<file path="config.mk">
export PLATFORM = sky130hd
export DESIGN_NAME = multicycle_control_fsm_flat
export DESIGN_NICKNAME = d
export VERILOG_FILES = /design/src/rtl/multicycle_control_fsm_if.sv /design/src/rtl/multicycle_control_fsm.sv /design/src/flat_wrapper.sv
export SDC_FILE = /design/constraint.sdc
export NUM_CORES = 1
export LEC_CHECK = 0
export ABC_AREA = 0
export BUFFER_PORTS_ARGS = -buffer_cell sky130_fd_sc_hd__buf_2
export CAP_MARGIN = 20
export CORE_MARGIN = 2
export CORE_UTILIZATION = 50
export CTS_BUF_LIST = sky130_fd_sc_hd__clkbuf_4 sky130_fd_sc_hd__clkbuf_8
export DETAILED_ROUTE_END_ITERATION = 8
export GPL_ROUTABILITY_DRIVEN = 0
export PLACE_DENSITY = 0.89
export SETUP_SLACK_MARGIN = 0.3
export SYNTH_ARGS = -nofsm -noshare
export SYNTH_HDL_FRONTEND = slang
export SYNTH_SLANG_ARGS = --single-unit
</file>
<file path="constraint.sdc">
create_clock -name clk -period 2.13 [get_ports clk]
set_clock_uncertainty 0.15 [all_clocks]
set_input_delay 0 -clock clk [delete_from_list [all_inputs] [get_ports clk]]
set_output_delay 0 -clock clk [all_outputs]
set_load 0.01 [all_outputs]
</file>
<file path="src/rtl/multicycle_control_fsm_if.sv">
// Control bundle between the multicycle sequencer and the RV32I datapath.
// The sequencer takes the master side; the datapath (or a bench) takes the slave side.
interface multicycle_control_fsm_if #(
   parameter int CNT_W = 32
);
   logic [6:0]       op;
   logic             Zero;
   logic             MemReady;
   logic             MemReq;
   logic             PCWrite;
   logic             AdrSrc;
   logic             MemWrite;
   logic             IRWrite;
   logic             RegWrite;
   logic [1:0]       ResultSrc;
   logic [1:0]       ALUSrcA;
   logic [1:0]       ALUSrcB;
   logic [1:0]       ALUOp;
   logic [1:0]       ImmSrc;
   logic             Illegal;
   logic [CNT_W-1:0] InstRet;
   logic [3:0]       State;

   modport master (
      input  op, Zero, MemReady,
      output MemReq, PCWrite, AdrSrc, MemWrite, IRWrite, RegWrite,
      output ResultSrc, ALUSrcA, ALUSrcB, ALUOp, ImmSrc, Illegal, InstRet, State
   );

   modport slave (
      output op, Zero, MemReady,
      input  MemReq, PCWrite, AdrSrc, MemWrite, IRWrite, RegWrite,
      input  ResultSrc, ALUSrcA, ALUSrcB, ALUOp, ImmSrc, Illegal, InstRet, State
   );
endinterface

</file>
<file path="src/rtl/multicycle_control_fsm.sv">
// Multicycle RV32I control sequencer: Moore datapath controls per state, 3-5 cycles per instruction.
// Memory wait-states stall FETCH/MEMREAD/MEMWRITE one cycle per MemReady=0; rst forces all outputs to 0.
module multicycle_control_fsm #(
   parameter int CNT_W = 32
) (
   input  logic                   clk,
   input  logic                   rst,
   multicycle_control_fsm_if.master bus
);
   localparam logic [6:0] OP_LW  = 7'b0000011;
   localparam logic [6:0] OP_SW  = 7'b0100011;
   localparam logic [6:0] OP_R   = 7'b0110011;
   localparam logic [6:0] OP_I   = 7'b0010011;
   localparam logic [6:0] OP_BEQ = 7'b1100011;
   localparam logic [6:0] OP_JAL = 7'b1101111;

   typedef enum logic [3:0] {
      S_FETCH    = 4'd0,
      S_DECODE   = 4'd1,
      S_MEMADR   = 4'd2,
      S_MEMREAD  = 4'd3,
      S_MEMWB    = 4'd4,
      S_MEMWRITE = 4'd5,
      S_EXECUTER = 4'd6,
      S_ALUWB    = 4'd7,
      S_EXECUTEI = 4'd8,
      S_JAL      = 4'd9,
      S_BEQ      = 4'd10,
      S_TRAP     = 4'd11
   } state_t;

   state_t           state_q, state_d;
   logic [CNT_W-1:0] inst_ret_q, inst_ret_d;

   logic       mem_req, pc_write, adr_src, mem_write, ir_write, reg_write;
   logic       illegal, valid, retire;
   logic [1:0] result_src, alu_src_a, alu_src_b, alu_op, imm_src;

   always_ff @(posedge clk) begin
      if (rst) begin
         state_q    <= S_FETCH;
         inst_ret_q <= '0;
      end else begin
         state_q    <= state_d;
         inst_ret_q <= inst_ret_d;
      end
   end

   always_comb begin
      imm_src = 2'b00;
      case (bus.op)
         OP_SW:   imm_src = 2'b01;
         OP_BEQ:  imm_src = 2'b10;
         OP_JAL:  imm_src = 2'b11;
         default: imm_src = 2'b00;
      endcase
   end

   always_comb begin
      state_d    = state_q;
      mem_req    = 1'b0;
      pc_write   = 1'b0;
      adr_src    = 1'b0;
      mem_write  = 1'b0;
      ir_write   = 1'b0;
      reg_write  = 1'b0;
      illegal    = 1'b0;
      valid      = 1'b1;
      retire     = 1'b0;
      result_src = 2'b00;
      alu_src_a  = 2'b00;
      alu_src_b  = 2'b00;
      alu_op     = 2'b00;
      case (state_q)
         S_FETCH: begin
            mem_req    = 1'b1;
            alu_src_b  = 2'b10;
            result_src = 2'b10;
            if (bus.MemReady) begin
               ir_write = 1'b1;
               pc_write = 1'b1;
               state_d  = S_DECODE;
            end
         end
         S_DECODE: begin
            // PC-relative target computed here so BEQ can take it from ALUOut.
            alu_src_a = 2'b01;
            alu_src_b = 2'b01;
            case (bus.op)
               OP_LW, OP_SW: state_d = S_MEMADR;
               OP_R:         state_d = S_EXECUTER;
               OP_I:         state_d = S_EXECUTEI;
               OP_JAL:       state_d = S_JAL;
               OP_BEQ:       state_d = S_BEQ;
               default:      state_d = S_TRAP;
            endcase
         end
         S_MEMADR: begin
            alu_src_a = 2'b10;
            alu_src_b = 2'b01;
            state_d   = (bus.op == OP_SW) ? S_MEMWRITE : S_MEMREAD;
         end
         S_MEMREAD: begin
            mem_req = 1'b1;
            adr_src = 1'b1;
            if (bus.MemReady) state_d = S_MEMWB;
         end
         S_MEMWB: begin
            result_src = 2'b01;
            reg_write  = 1'b1;
            retire     = 1'b1;
            state_d    = S_FETCH;
         end
         S_MEMWRITE: begin
            mem_req   = 1'b1;
            adr_src   = 1'b1;
            mem_write = 1'b1;
            if (bus.MemReady) begin
               retire  = 1'b1;
               state_d = S_FETCH;
            end
         end
         S_EXECUTER: begin
            alu_src_a = 2'b10;
            alu_op    = 2'b10;
            state_d   = S_ALUWB;
         end
         S_ALUWB: begin
            reg_write = 1'b1;
            retire    = 1'b1;
            state_d   = S_FETCH;
         end
         S_EXECUTEI: begin
            alu_src_a = 2'b10;
            alu_src_b = 2'b01;
            alu_op    = 2'b10;
            state_d   = S_ALUWB;
         end
         S_JAL: begin
            alu_src_a = 2'b01;
            alu_src_b = 2'b10;
            pc_write  = 1'b1;
            state_d   = S_ALUWB;
         end
         S_BEQ: begin
            alu_src_a = 2'b10;
            alu_op    = 2'b01;
            pc_write  = bus.Zero;
            retire    = 1'b1;
            state_d   = S_FETCH;
         end
         S_TRAP: begin
            illegal = 1'b1;
         end
         default: begin
            valid   = 1'b0;
            state_d = S_FETCH;
         end
      endcase
      inst_ret_d = retire ? inst_ret_q + CNT_W'(1) : inst_ret_q;
   end

   // Reset overrides every output combinationally so an aborted store never strobes.
   assign bus.MemReq    = !rst && mem_req;
   assign bus.PCWrite   = !rst && pc_write;
   assign bus.AdrSrc    = !rst && adr_src;
   assign bus.MemWrite  = !rst && mem_write;
   assign bus.IRWrite   = !rst && ir_write;
   assign bus.RegWrite  = !rst && reg_write;
   assign bus.Illegal   = !rst && illegal;
   assign bus.ResultSrc = rst ? 2'b00 : result_src;
   assign bus.ALUSrcA   = rst ? 2'b00 : alu_src_a;
   assign bus.ALUSrcB   = rst ? 2'b00 : alu_src_b;
   assign bus.ALUOp     = rst ? 2'b00 : alu_op;
   assign bus.ImmSrc    = (rst || !valid) ? 2'b00 : imm_src;
   assign bus.InstRet   = rst ? '0 : inst_ret_q;
   assign bus.State     = rst ? 4'd0 : 4'(state_q);
endmodule

</file>
<file path="src/flat_wrapper.sv">
// flat-port wrapper written by rule: the top's interface ports become plain ports
module multicycle_control_fsm_flat 
#(
   parameter int CNT_W = 32
)
  (clk, rst, bus_op, bus_Zero, bus_MemReady, bus_MemReq, bus_PCWrite, bus_AdrSrc, bus_MemWrite, bus_IRWrite, bus_RegWrite, bus_ResultSrc, bus_ALUSrcA, bus_ALUSrcB, bus_ALUOp, bus_ImmSrc, bus_Illegal, bus_InstRet, bus_State);
  multicycle_control_fsm_if #(.CNT_W(CNT_W)) bus_i ();
  input  logic clk;
  input  logic rst;
  input wire logic [$bits(bus_i.op)-1:0] bus_op;
  input wire logic [$bits(bus_i.Zero)-1:0] bus_Zero;
  input wire logic [$bits(bus_i.MemReady)-1:0] bus_MemReady;
  output wire logic [$bits(bus_i.MemReq)-1:0] bus_MemReq;
  output wire logic [$bits(bus_i.PCWrite)-1:0] bus_PCWrite;
  output wire logic [$bits(bus_i.AdrSrc)-1:0] bus_AdrSrc;
  output wire logic [$bits(bus_i.MemWrite)-1:0] bus_MemWrite;
  output wire logic [$bits(bus_i.IRWrite)-1:0] bus_IRWrite;
  output wire logic [$bits(bus_i.RegWrite)-1:0] bus_RegWrite;
  output wire logic [$bits(bus_i.ResultSrc)-1:0] bus_ResultSrc;
  output wire logic [$bits(bus_i.ALUSrcA)-1:0] bus_ALUSrcA;
  output wire logic [$bits(bus_i.ALUSrcB)-1:0] bus_ALUSrcB;
  output wire logic [$bits(bus_i.ALUOp)-1:0] bus_ALUOp;
  output wire logic [$bits(bus_i.ImmSrc)-1:0] bus_ImmSrc;
  output wire logic [$bits(bus_i.Illegal)-1:0] bus_Illegal;
  output wire logic [$bits(bus_i.InstRet)-1:0] bus_InstRet;
  output wire logic [$bits(bus_i.State)-1:0] bus_State;
  assign bus_i.op = bus_op;
  assign bus_i.Zero = bus_Zero;
  assign bus_i.MemReady = bus_MemReady;
  assign bus_MemReq = bus_i.MemReq;
  assign bus_PCWrite = bus_i.PCWrite;
  assign bus_AdrSrc = bus_i.AdrSrc;
  assign bus_MemWrite = bus_i.MemWrite;
  assign bus_IRWrite = bus_i.IRWrite;
  assign bus_RegWrite = bus_i.RegWrite;
  assign bus_ResultSrc = bus_i.ResultSrc;
  assign bus_ALUSrcA = bus_i.ALUSrcA;
  assign bus_ALUSrcB = bus_i.ALUSrcB;
  assign bus_ALUOp = bus_i.ALUOp;
  assign bus_ImmSrc = bus_i.ImmSrc;
  assign bus_Illegal = bus_i.Illegal;
  assign bus_InstRet = bus_i.InstRet;
  assign bus_State = bus_i.State;
  multicycle_control_fsm #(.CNT_W(CNT_W)) u_core (.clk(clk), .rst(rst), .bus(bus_i));
endmodule
</file>
==> results of run 1 <==
-- cells in the mapped netlist (2+ instances only) --
cell and count:
sky130_fd_sc_hd__o21ai_0 10, sky130_fd_sc_hd__nand3_1 9, sky130_fd_sc_hd__nand2b_1 4, sky130_fd_sc_hd__buf_6 2, sky130_fd_sc_hd__inv_1 10, sky130_fd_sc_hd__nand2_1 19, sky130_fd_sc_hd__xor2_1 2, sky130_fd_sc_hd__buf_2 5
sky130_fd_sc_hd__mux2_2 17, sky130_fd_sc_hd__a2111oi_0 2, sky130_fd_sc_hd__nand4_1 9, sky130_fd_sc_hd__o311a_1 2, sky130_fd_sc_hd__mux2i_1 2, sky130_fd_sc_hd__nor4_1 12, sky130_fd_sc_hd__nor4b_1 4, sky130_fd_sc_hd__and4_1 4
sky130_fd_sc_hd__or4_1 11, sky130_fd_sc_hd__nor3_1 10, sky130_fd_sc_hd__and3_1 3, sky130_fd_sc_hd__nor2b_1 41, sky130_fd_sc_hd__nor3b_1 3, sky130_fd_sc_hd__clkbuf_1 17, sky130_fd_sc_hd__o31ai_1 9, sky130_fd_sc_hd__dfxtp_1 36
sky130_fd_sc_hd__nor2_1 31, sky130_fd_sc_hd__a211oi_1 2, sky130_fd_sc_hd__and2_1 3, sky130_fd_sc_hd__or3_1 7, sky130_fd_sc_hd__a311oi_1 2, sky130_fd_sc_hd__a21oi_1 21
-- path summary, 6_finish.rpt --
path / startpoint / endpoint / depth (start not counted)
worst max register to register: u_core.inst_ret_q[7] / u_core.inst_ret_q[25] / 5
worst max-delay path: u_core.inst_ret_q[7] / u_core.inst_ret_q[25] / 5
worst min-delay path: bus_op[4] / u_core.state_q[1] / 4
worst min register to register: u_core.inst_ret_q[31] / u_core.inst_ret_q[31] / 2
-- cell type report --
type,count,area [um2],share of cell area
clock inverter,1,30.0,0.00742
tap,67,83.8,0.0207
multi-input combinational,251,2110,0.522
inverter,10,37.5,0.00927
clock buffer,7,96.3,0.0238
timing repair buffer,116,942,0.233
sequential,36,746,0.184
-- where the power goes --
part,total [W],switching [W],leakage [nW],internal [W]
registers,0.000783,0.0000643,0.298,0.000718
logic,0.00178,0.000936,1.42,0.000845
clock network,0.000699,0.000286,0.0645,0.000414
total,0.00326,0.00129,1.78,0.00198
-- cell families (layout without fill, tap and decap cells) --
| family | count (synthesis) | in the layout | share of synthesized area |
|---|---|---|---|
| flops | 36 | 36 | 0.292 |
| simple gates | 172 | 172 | 0.393 |
| compound gates | 56 | 56 | 0.148 |
| fa+ha+maj | 1 | 1 | 0.00507 |
| buf+inv | 36 | 134 | 0.0649 |
| mux | 19 | 19 | 0.0857 |
| xor+xnor | 3 | 3 | 0.0107 |
-- critical path: cells and delay by family, from the launching register on --
family                 cells  cell delay [ns]
buffers and inverters      1             0.17
DFF                        1             0.34
muxes                      1             0.33
and+or+nand+nor            3             1.05
-- what timing repair did --
item | in CTS | in global routing
gates cloned | 2 | 3
resized for setup | 36 | 73
hold buffers | 2 | 0
pin swaps | 11 | 29
endpoints found under the hold margin | 3 | 0
buffers inserted | 10 | 9
endpoints found under the setup margin | 30 | 39
-- per-stage QoR --
step / setup slack [ns] / total power [W] / cell area [um2]
CTS: 0.00742 / 0.00271 / 3560
floorplan: 0.0614 / 0.00147 / 2650
global placement: 0.0402 / 0.00165 / 3110
detailed placement: -0.0666 / 0.00169 / 3110
finish: -0.0199 / 0.00326 / 4050
global route: -0.0633 / 0.00334 / 4050
-- layer usage --
| layer | part of all wire | wire (um) |
|---|---|---|
| met5 | 0 | 0 |
| met4 | 0.039 | 412 |
| met3 | 0.087 | 923 |
| met2 | 0.48 | 5050 |
| met1 | 0.40 | 4180 |
-- state kept, by name, summed over array words and instances (netlist names) --
name and flops:
u_core.inst_ret_q 32, u_core.state_q 4
==> impl_summary.md, run 1 <==
Layout
The filler cell count is 246. In the layout the commonest cells are 62 x sky130_fd_sc_hd__buf_2, 37 x sky130_fd_sc_hd__nor2b_1, 31 x sky130_fd_sc_hd__buf_4. 0 antenna diodes ended up in the layout.

The number of nets at the end of the flow is roughly 430. From synthesis to final layout, the design area changed by 64.1%. Leaving out filler cells and counting taps, the final layout contains approximately 490. The library cell used most frequently in the layout, excluding fill and tap cells, is sky130_fd_sc_hd__buf_2. The fraction of final layout cells sized beyond drive strength 1 is 0.520. At the end of the flow the core is filled with cells to 0.851.

STA
The worst pin sits at a relative slew slack of 0.653. The setup-violating endpoint count in the final report is 4. Setup repair after global routing could not meet its margin everywhere. Of the available clock period, the critical path in the final layout requires 1.01.

The transition time at the pin with the least slew margin is 0.519 ns. Across all hold checks on the routed design, the worst slack comes to 0.0442 ns. The number of pins with negative max-slew slack in the final report is 0. Adding up every negative setup slack in the final design gives -0.0537 ns. The number of hold violations in the final report came to 0.

After layout, the minimum clock period comes to 2.15 ns. The smallest setup slack after layout is -0.0199 ns. The maximum clock frequency is 0.465 GHz.

Routing
The total vias in the final route is 3196. Using the TritonRoute via totals, the vias-per-cell ratio works out to 6.55. The DRC marker count from the first detailed-route iteration is 421. The routed wire length is approximately 11 mm. The post-detailed-route wirelength per cell is 21.6 um. The count of nets left with antenna violations after detail routing is 0. The first-pass detailed-route iteration total is 5. After detailed routing, the number of remaining DRC violations is 0.

Die
The number of primary I/O pins is 64. The vertical die dimension is 74.2 um. For this configuration, the core starts out at a cell density of 0.519. The floorplan step defined a die boundary enclosing between 5000 and 6000 um2. The total core area is 4750 um2. The total number of placement rows is 25. The floorplan step set the die width to 74.2 um.

Synthesis
Of all flip-flops after synthesis, the portion carrying an async set or reset was 0. In this run the mean area of a mapped cell was 7.64 um2. In the synthesized netlist the dominant register cell turns out to be sky130_fd_sc_hd__dfxtp_1. The synthesized netlist contains 44 unique library cells. The Yosys warning count is 0. The share of synthesized area in the top cell type comes to 0.292. The number of synthesized register bits is 36. Sorting the synthesized cells by area gives the leading types as sky130_fd_sc_hd__dfxtp_1 29%, sky130_fd_sc_hd__nor2b_1 10%, sky130_fd_sc_hd__mux2_2 7.8%. The mapped netlist covers ~2500 um2.

The fraction of the yosys area taken by sequential cells is 0.292. The number of flops mapped to enable cells by yosys is 0. After technology mapping, the gate count stands at 323.

The synthesized design spends more area on one cell type than any other, namely sky130_fd_sc_hd__dfxtp_1. The net count after synthesis is 335.

Placed design
Once detailed placement completed, the half-perimeter wirelength came to 4.65 mm. During placement, the flow inserted port buffers numbering 63. In this run, placement finished with an instance count of 454.

Clock tree
The clock latency of the later-clocked register in the worst-skew pair is 0.31 ns. In this run the deepest clock path goes through 2 buffers. The clock sink count is 36.

Buffers inserted during clock tree synthesis total 5. In this run the number of H-tree levels came out at 2. The root buffer cell is sky130_fd_sc_hd__clkbuf_8. TritonCTS built the clock tree. The clock-pin transition on the worst setup and hold timing paths is around 0.080 ns.

Worst setup path
The biggest cell delay along the critical path is around 0.60 ns. The endpoint class of the critical path is a flip-flop. At the worst endpoint, the arrival time is around 2.2 ns. STA classifies the critical path startpoint as a flip-flop. The maximum net fanout on the critical path is 9. Traced cell by cell, the critical path runs through nand4_1, or4_4, buf_12, nor4b_4, mux2_4.

The register-to-register path setup slack is -0.02 ns. The cell with the biggest individual delay on the critical path is sky130_fd_sc_hd__or4_4. At the worst endpoint, the required time is between 2 and 2.5 ns.

The critical path is of the reg -> reg type.

Power
The worst-case vdd ir drop is 0.533 mV. The leakage power figure is 1.78 nW. The total power density per cell area is 806 nW/um2.

Global routing
The global-route layer with the greatest usage is met2. For met1 alone, demand over resource in global routing was 0.369. The number of global-route vias before repair is 2635. The initial antenna violation count is 0.

The met2 usage is 0.522. The met3 track utilization from global routing is 0.0664. Global routing finished with a remaining overflow of 0.

The pin count of the biggest net entering global routing is 74. The first global-routing pass estimated 12.7 mm of wire. The total routing resource utilization after global routing is 0.297.

Outcome
The flow ran to the end, but the final reports show violations. The final reports fail on setup timing.

Worst hold path
The worst hold path belongs to the class in -> reg.

Job
The number of violations of the max-capacitance limit is 0.
No activity file was read; power rests on OpenSTA's default activity.
==> inputs of run 2 (changes only) <==
Settings changed: CORE_ASPECT_RATIO set to 1.4, MAX_ROUTING_LAYER set to met4.
==> impl_summary.md, run 2 (synthesis gave the netlist of run 1 again) <==
Outcome
The run finished, with violations left. The checks that failed: setup timing.

Clock tree
The clock latency of the later-clocked register in the worst-skew pair is 0.30 ns. After clock tree synthesis, the clock-pin slew on the worst setup and hold paths is around 0.080 ns. The root buffer cell is sky130_fd_sc_hd__clkbuf_8. The clock sink count is 36. Counting along the longest clock path gives a buffer depth of 2. Buffers inserted during clock tree synthesis total 5.

The TritonCTS clock tree is yes. The maximum level of the CTS H-tree is 2.

STA
Dividing the final minimum period by the clock period gives 1.07. Headroom to the max-slew limit came out at 0.680. The setup-violating endpoint count in the final report is 15.

The number of hold violations in the final report is 0. The number of pins with negative max-slew slack in the final report is 0. The maximum clock frequency is ~0.44 GHz. The worst hold-check slack is 0.0317 ns. At the pin with the least slew margin, the transition time is ~0.48 ns.

The final period demand of the worst path is 2.27 ns. Setup repair after global routing could not meet its margin everywhere. In the post-route analysis, the smallest setup slack over all paths is -0.142 ns.

Routing
Wires add up to 9.70 mm. The first detailed-routing pass ran for 5 iterations. In the final routed layout, each cell accounts on average for 19.8 um. The count of nets left with antenna violations after detail routing is 0. Summing over every cut layer, the via total after detailed routing is 3125.

Dividing the detail-routed via count by the number of cells gives ~6.4. The DRC marker count from the first detailed-route iteration is 416. For this run, design rule violations remaining after detail routing come to 0.

Worst setup path
The startpoint type of the worst setup path is a flip-flop. For the worst setup path, the data arrival time is 2.35 ns. The maximum net fanout on the critical path is 5.

The startpoint-to-endpoint class of the critical path is reg -> reg. The endpoint class of the critical path is a flip-flop. Setup slack on the worst reg-to-reg path comes out at -0.14 ns. For the worst setup path, the data required time is 2.21 ns.

Global routing
The pin count of the biggest net entering global routing is 57. The number of global-route vias before repair came to 2686. Summed over all layers, the global routing overflow is 0. The global-route wire length before repair is 12.8 mm. Across every metal layer, demand over resource in global routing totals 0.297.

The initial antenna violation count came to 0.

Power
The share of total power dissipated in sequential elements is 0.255. The share of total power dissipated in combinational logic is 0.462. The clock share of power is 0.283. Summed over all nets, the switching power comes to 0.00108 W. The internal cell power is 0.00195 W.

Power spread over the standard cell area amounts to 763 nW/um2. The leakage power figure is 1.81 nW. The worst-case vdd ir drop is between 0.6 and 0.7 mV. Of the total power, the share spent switching nets is 0.356. The total power consumption of the routed design is 0.00302 W.

Layout
The most common library cell in the layout ignoring fill and taps is sky130_fd_sc_hd__buf_2. The register containing the most flip-flops in the final layout is u_core.inst_ret_q. The fraction of final layout cells sized beyond drive strength 1 is 0.489.

The number of nets at the end of the flow is 436. The final core utilization is 0.824. In the layout the commonest cells are 63 x sky130_fd_sc_hd__buf_2, 39 x sky130_fd_sc_hd__nor2b_1, 33 x sky130_fd_sc_hd__buf_4. The antenna cell count is 0. In the final layout, the registers with the most flip-flops are u_core.inst_ret_q: 32 flops, u_core.state_q: 4 flops. The filler cell count is 277. The synthesis-to-finish area growth is 60.6%. The flip-flop count of the largest register, all copies and words added is 32.

Job
The number of violations of the max-capacitance limit is 0.

Worst hold path
The type of the worst min-delay path is in -> reg.

Die
The number of primary I/O pins is 64. In this run the vertical extent of the chip is between 80 and 90 um. The starting density of the core is 0.513. The core region is around 4800 um2. The width of the chip is 63.4 um. The floorplan has 30 rows. The die covers 5520 um2.

Placed design
In this run the tool buffered the top-level ports with 63 buffer cells. Detailed placement ended at an HPWL of between 4 and 5 mm. OpenSTA, run right after detailed placement, puts the worst setup slack at -0.0271 ns.
run 2: changes by cell type in the layout (fill, tap and decap cells not counted), moves of 3 or more:
cell / before / now
sky130_fd_sc_hd__or4_1: 1 / 4
sky130_fd_sc_hd__buf_6: 7 / 11
sky130_fd_sc_hd__buf_12: 7 / 4
sky130_fd_sc_hd__or3_1: 6 / 3
sky130_fd_sc_hd__or4_4: 10 / 7
sky130_fd_sc_hd__or3_4: 1 / 4
run 2: area by class of cell:
class / instances / area [um2] / area share
Clock inverter: 3 / 90.1 / 0.0227
Tap cell: 64 / 80.1 / 0.0202
Sequential cell: 36 / 747 / 0.189
Clock buffer: 5 / 68.8 / 0.0174
Timing Repair Buffer: 120 / 925 / 0.233
Inverter: 10 / 37.5 / 0.00948
Multi-Input combinational cell: 251 / 2010 / 0.508
run 2: repair_timing:
action                                  4_1_cts  5_1_grt
endpoints found under the setup margin       31       38
cloned                                        2        2
resized for setup                            44       52
pin swaps                                    17       18
setup buffers                                10       15
endpoints found under the hold margin         1        0
hold buffers                                  2        0
run 2: worst max-delay path, cell delays in order, from the launching register on:
cell	delay [ns]
sky130_fd_sc_hd__dfxtp_4	0.37
sky130_fd_sc_hd__ha_4	0.14
sky130_fd_sc_hd__nand4_1	0.14
sky130_fd_sc_hd__or4_4	0.58
sky130_fd_sc_hd__buf_12	0.17
sky130_fd_sc_hd__buf_6	0.11
sky130_fd_sc_hd__or3_1	0.36
sky130_fd_sc_hd__a21oi_1	0.17
run 2: power groups by stage:
stage | Clock (W) | Combinational, W | Sequential [W]
global placement | 0 | 0.000913 | 0.000762
CTS | 0.000848 | 0.00114 | 0.000762
finish | 0.000856 | 0.00140 | 0.000770
global route | 0.000892 | 0.00147 | 0.000771
floorplan | 0 | 0.000710 | 0.000757
detailed placement | 0 | 0.000938 | 0.000765
run 2: path summary, 6_finish.rpt:
kind | from | endpoint | cells after the start
hold reg to reg | u_core.inst_ret_q[7] | u_core.inst_ret_q[7] | 2
setup reg to reg | u_core.inst_ret_q[0] | u_core.inst_ret_q[14] | 7
hold / removal | bus_MemReady | u_core.state_q[1] | 4
setup / recovery | u_core.inst_ret_q[0] | u_core.inst_ret_q[14] | 7
run 2: metrics by stage:
| stage | area, um2 | instances | TNS, ns |
|---|---|---|---|
| finish | 3960 | 489 | -0.701 |
| detailed placement | 3100 | 450 | -0.0398 |
| floorplan | 2650 | 323 | 0 |
| CTS | 3590 | 472 | 0 |
| global placement | 3100 | 450 | 0 |
| global route | 3960 | 489 | -1.53 |
run 2: metal layers:
metal / track usage / up-vias / wire length (um)
met2: 0.521 / 240 / 4930
met3: 0.0440 / 79 / 739
met4: 0.130 / 0 / 590
li1: - / 1372 / -
met5: - / - / 0
met1: 0.333 / 1434 / 3440
